$ cat src/rtl/man_encoding_master.sv
// Manchester frame transmitter: serialises {ST,SB,A4..A0,I4..I0,PB,EB} MSB first,
// then holds the line idle-high for a fixed pause before accepting the next start.
module man_encoding_master #(
  parameter int unsigned HALF_BIT  = 36,
  parameter int unsigned FRAME_LEN = 14,
  parameter int unsigned PAUSE_LEN = 216
) (
  input  logic       clk_in,
  input  logic       rst,
  input  logic       start,
  input  logic       sb,
  input  logic [4:0] addr,
  input  logic [4:0] info,
  output logic       ready,
  output logic       busy,
  output logic       done,
  output logic       manchester
);

  localparam int unsigned HW = (HALF_BIT > 1) ? $clog2(HALF_BIT) : 1;
  localparam int unsigned BW = (FRAME_LEN > 1) ? $clog2(FRAME_LEN) : 1;
  localparam int unsigned PW = (PAUSE_LEN > 1) ? $clog2(PAUSE_LEN) : 1;

  typedef enum logic [1:0] {
    IDLE  = 2'd0,
    SEND  = 2'd1,
    PAUSE = 2'd2
  } state_t;

  state_t               state;
  logic [FRAME_LEN-1:0] shreg;
  logic [HW-1:0]        half_cnt;
  logic [BW-1:0]        bit_idx;
  logic [PW-1:0]        pause_cnt;
  logic                 phase;

  logic        parity_c;
  logic [13:0] frame_c;
  logic        half_last_c;
  logic        bit_last_c;
  logic        pause_last_c;
  logic        done_next_c;

  // Frame assembly with even parity over SB, address and info
  always_comb begin
    parity_c     = ^{sb, addr, info};
    frame_c      = {1'b0, sb, addr, info, parity_c, 1'b1};
    half_last_c  = (half_cnt == HW'(HALF_BIT - 1));
    bit_last_c   = (bit_idx == '0);
    pause_last_c = (pause_cnt == PW'(PAUSE_LEN - 1));
    // done is registered, so it is armed one cycle before the final EB cycle
    done_next_c  = phase && bit_last_c && (half_cnt == HW'(HALF_BIT - 2));
  end

  always_ff @(posedge clk_in or posedge rst) begin
    if (rst) begin
      state      <= IDLE;
      shreg      <= '0;
      half_cnt   <= '0;
      bit_idx    <= '0;
      pause_cnt  <= '0;
      phase      <= 1'b0;
      manchester <= 1'b1;
      ready      <= 1'b1;
      busy       <= 1'b0;
      done       <= 1'b0;
    end else begin
      done <= 1'b0;
      case (state)
        IDLE: begin
          if (start) begin
            state      <= SEND;
            shreg      <= FRAME_LEN'(frame_c);
            manchester <= ~frame_c[13];
            half_cnt   <= '0;
            bit_idx    <= BW'(FRAME_LEN - 1);
            phase      <= 1'b0;
            ready      <= 1'b0;
            busy       <= 1'b1;
          end
        end

        SEND: begin
          done <= done_next_c;
          if (!half_last_c) begin
            half_cnt <= half_cnt + HW'(1);
          end else begin
            half_cnt <= '0;
            if (!phase) begin
              phase      <= 1'b1;
              manchester <= shreg[FRAME_LEN-1];
            end else if (!bit_last_c) begin
              // Next bit starts with the inverse of its value
              phase      <= 1'b0;
              bit_idx    <= bit_idx - BW'(1);
              shreg      <= shreg << 1;
              manchester <= ~shreg[FRAME_LEN-2];
            end else begin
              state      <= PAUSE;
              phase      <= 1'b0;
              shreg      <= '0;
              pause_cnt  <= '0;
              manchester <= 1'b1;
            end
          end
        end

        PAUSE: begin
          manchester <= 1'b1;
          if (pause_last_c) begin
            state     <= IDLE;
            pause_cnt <= '0;
            ready     <= 1'b1;
            busy      <= 1'b0;
          end else begin
            pause_cnt <= pause_cnt + PW'(1);
          end
        end

        default: begin
          state      <= IDLE;
          manchester <= 1'b1;
          ready      <= 1'b1;
          busy       <= 1'b0;
        end
      endcase
    end
  end

endmodule

$ cat config.mk
export PLATFORM = sky130hd
export DESIGN_NAME = man_encoding_master
export DESIGN_NICKNAME = d
export VERILOG_FILES = /design/src/rtl/man_encoding_master.sv
export SDC_FILE = /design/constraint.sdc
export NUM_CORES = 1
export LEC_CHECK = 0
export ABC_AREA = 1
export BUFFER_PORTS_ARGS = -buffer_cell sky130_fd_sc_hd__buf_2
export CAP_MARGIN = 40
export CORE_ASPECT_RATIO = 1.75
export CORE_MARGIN = 3
export CORE_UTILIZATION = 50
export CTS_CLUSTER_SIZE = 20
export DETAILED_ROUTE_END_ITERATION = 16
export PLACE_DENSITY = 0.69
export SLEW_MARGIN = 25
export SYNTH_ARGS = -nofsm -noshare
export SYNTH_HDL_FRONTEND = slang
export SYNTH_SLANG_ARGS = --single-unit
$ cat constraint.sdc
create_clock -name clk_in -period 3.3 [get_ports clk_in]
set_clock_uncertainty 0.1 [all_clocks]
set_input_delay 0.66 -clock clk_in [delete_from_list [all_inputs] [get_ports clk_in]]
set_output_delay 0.66 -clock clk_in [all_outputs]
set_load 0.03 [all_outputs]
==> results by stage <==
Critical path:
- Counting both buffers and inverters, the worst setup path holds a total of 2.
- Data arrives at the worst endpoint at 2.04 ns.
- The delay of the slowest cell on the worst path is 0.40 ns.
- STA classifies the critical path startpoint as a register.
- Broken down by cell family, the worst path's largest delay share belongs to simple AND/OR/NAND/NOR gates.
- The most used cell along the critical path is nand2_1.
- At the worst endpoint, the required time is 3.41 ns.
- The worst setup path is of the register to register kind.
- Along the worst path, the maximum fanout reaches 14.
- In this run the critical register-to-register path is launched from half_cnt[0].
- The worst flop-to-flop path endpoint is shreg[3].
- For this design, the slowest cell found on the critical path is dfrtp_1.
- The worst reg-to-reg path cell count is 9.
- Traced cell by cell, the critical path runs through ha_1, nand4_1, nand2_1, nand2_1, inv_2, nand2_4, inv_1, nand2_1, o21ai_0.
- The worst-case register-to-register setup slack is 1.37 ns.
- The worst setup path is captured at a register.

Layout:
- The post-layout net count is 323.
- The top cell types in the final layout, fill and taps aside, are nand2_1, inv_1, dfrtp_1.
- The repair_antennas step left the layout with diodes totalling 0.
- The fraction of final layout cells sized beyond drive strength 1 is 0.121.
- Leaving out fill and tap cells, the most frequent cell in the layout is nand2_1.
- Relative to the synthesized area, the layout overhead comes to 11.9%.
- The number of filler instances in the final layout is 385.

Clocking:
- The root cell of the clock tree is clkbuf_8.
- The depth of the CTS H-tree is 2.
- The hold buffer count at CTS is 0.
- The clock edge transition at the registers on the reported setup and hold paths is 0.08 ns.
- CTS saw 39 sinks.
- The number of buffers created by CTS is 5.
- The buffers inserted during post-CTS setup optimization is 0.
- TritonCTS built the clock tree.
- The clock insertion delay at the later pin of the skew report is 0.29 ns.
- The post-cts resize count is 0.
- Counting along the longest clock path gives a buffer depth of 2.

Drt:
- The detailed router's first-iteration violation count is 67.
- In the routed layout, each cell is associated on average with a via count of 5.25.
- Dividing the detail-routed wire length by the instance count gives 12.7 µm.
- The number of vias after detailed routing is 1,857.
- The number of routed nets with antenna violations is 0.
- The count of unresolved DRC violations after routing is 0.
- For this block, the routed nets add up to 4500 µm of wire.
- For this run, the detailed router's first-pass iteration total came to 4.

Power:
- The total power is 1.71 mW.
- The net switching component of the power is 0.612 mW.
- The clock network fraction of total power is 0.242.
- Summed over all cells, the static leakage comes to 1.28 nW.
- The fraction of power spent switching nets is 0.357.
- For this design the ratio of total power to cell area is 713 nW/µm².
- The share of total power dissipated in sequential elements is 0.444.
- The combinational power share is 0.314.
- The worst ir drop on vdd is 0.000366 V.
- The internal power contribution is 1.10 mW.

Timing:
- The worst-margin pin slew is 0.487 ns.
- Setup repair after global routing left no endpoint under its margin.
- The number of setup violations in the final report is 0.
- The highest attainable clock frequency is 519 MHz.
- The hold violation count in the final report is 0.
- Setup total negative slack on the finished layout was measured at 0 ns.
- The time the worst path needs with I/O delays and setup is 1.93 ns.
- The worst pin sits at a relative slew slack of 0.674.
- The setup slack after layout is 1.37 ns.
- The ratio of final minimum period to clock period is 0.584.
- The max-slew violation count is 0.

Die:
- The height of the die is 92.7 µm.
- The horizontal die dimension is 55.6 µm.
- The area of the die is 5150 µm².
- The core outline area is 4020 µm².
- For this configuration, the core starts out at a cell density of 0.535.
- The number of primary I/O pins is 18.
- The initialized floorplan defines 30 standard-cell rows.

Min path:
- The path class of the tightest hold or removal check is primary input to asynchronous set/reset pin.

Place:
- The worst setup slack before clock tree synthesis is 1.18 ns.
- The weighted congestion at the end of routability-driven global placement is 0.849.
- Summed over all nets, the half-perimeter wirelength after detailed placement is 3500 µm.
- Input and output buffers added on the ports amount to 17.

GRT:
- The first global-routing pass estimated 7990 µm of wire.
- The number of antenna violations at the first check in global routing is 0.
- The via count of the first global-routing pass came to 1,792.
- The total global routing overflow is 0.
- The combined global-route utilization of all metal layers is 0.193.
- The largest net degree at the start of global routing is 40.

Synthesis:
- The synthesized design contains 39 register bits.
- In the synthesized netlist, the number of instances is 282.
- The cell area that synthesis handed to floorplanning was 2150 µm².
- The sequential element share of the synthesized area is 0.455.
- The Yosys step of the flow raised 0 warnings.
- The netlist uses 29 different library cells.
- The post-synthesis net count is 300.
- Each instance of the synthesized netlist takes up on average 7.62 µm².

Outcome:
- The run finished with clean final reports.

Job:
- The tool flagged a number of max-cap violations equal to 0.
-- flip-flops by register name, indices dropped and copies added, names as in the netlist --
register / count
shreg: 14
pause_cnt: 8
half_cnt: 6
bit_idx: 4
state: 2
busy: 1
done: 1
manchester: 1
phase: 1
ready: 1
-- power groups by stage --
| stage | Sequential, mW | Combinational [mW] | Clock, mW |
|---|---|---|---|
| 3_5_place_dp | 0.769 | 0.538 | 0 |
| 2_1_floorplan | 0.782 | 0.370 | 0 |
| 6_report | 0.761 | 0.537 | 0.415 |
| 3_3_place_gp | 0.765 | 0.523 | 0 |
| 4_1_cts | 0.762 | 0.541 | 0.421 |
| 5_1_grt | 0.783 | 0.614 | 0.438 |
-- layer usage --
layer	global-route usage	wire, µm	vias up
met1	0.205	1680	869
met4	0.0690	118	0
met3	0.0307	167	9
li1	-	-	939
met5	0	0	-
met2	0.372	2530	40
-- final cells by class --
class                           instances  area, µm²  share of cell area
Clock inverter                          2       35.0              0.0146
Tap cell                               48       60.1              0.0250
Inverter                               50        188              0.0781
Sequential cell                        39        978               0.407
Multi-Input combinational cell        191        967               0.402
Timing Repair Buffer                   18       92.6              0.0385
Clock buffer                            6       82.6              0.0344
-- cells in the mapped netlist, drive strengths merged --
master,instances,area share
nand2,85,0.15
nor2,24,0.049
o31ai,1,0.0058
o22ai,4,0.012
clkbuf,1,0.0017
xnor2,2,0.0082
nand4,7,0.020
a211oi,1,0.0035
nand3,17,0.040
dfstp,2,0.024
a21oi,6,0.021
inv,50,0.087
dfrtp,37,0.43
a31oi,1,0.0029
xor2,7,0.029
ha,4,0.023
o211ai,4,0.014
nor3,3,0.0070
o41ai,1,0.0041
o21ai,21,0.049
o21a,1,0.0035
a22oi,2,0.0070
buf,1,0.0052
-- worst register-to-register path, delay by kind of cell, from the launching register on --
| kind | cells | cell delay [ns] |
|---|---|---|
| adder cells (fa/ha/maj) | 1 | 0.23 |
| flip-flops | 1 | 0.40 |
| buffers and inverters | 2 | 0.36 |
| AO/OA/AOI/OAI | 1 | 0.08 |
| AND/OR/NAND/NOR | 5 | 0.67 |
-- how the worst max path moves through the flow --
| stage | start | to | depth (start not counted) |
|---|---|---|---|
| final | half_cnt[0] | shreg[3] | 9 |
| after global routing | half_cnt[1] | shreg[2] | 9 |
| after CTS | half_cnt[0] | shreg[3] | 9 |
| after detailed placement | start | shreg[3] | 11 |
| after global placement | start | shreg[3] | 11 |
| after floorplan | start | shreg[7] | 10 |
-- logic make-up after synthesis --
group | count (synthesis) | share of synthesized area
AOI/OAI and AO/OA | 42 | 0.122
xor gates and xnor gates | 9 | 0.0367
adders and majority gates | 4 | 0.0233
buffers and inverters | 52 | 0.0943
DFF | 39 | 0.455
and+or+nand+nor | 136 | 0.268
-- through the flow --
stage          area [µm²]  utilization  std cells  hold WS, ns
2_1_floorplan        2150            -        282        0.349
3_3_place_gp         2290        0.569        346        0.368
3_5_place_dp         2290        0.569        346        0.379
4_1_cts              2400        0.598        354        0.393
5_1_grt              2400        0.598        354        0.411
6_report             2400        0.598        354        0.367
Power figures use the tool's default switching activity.
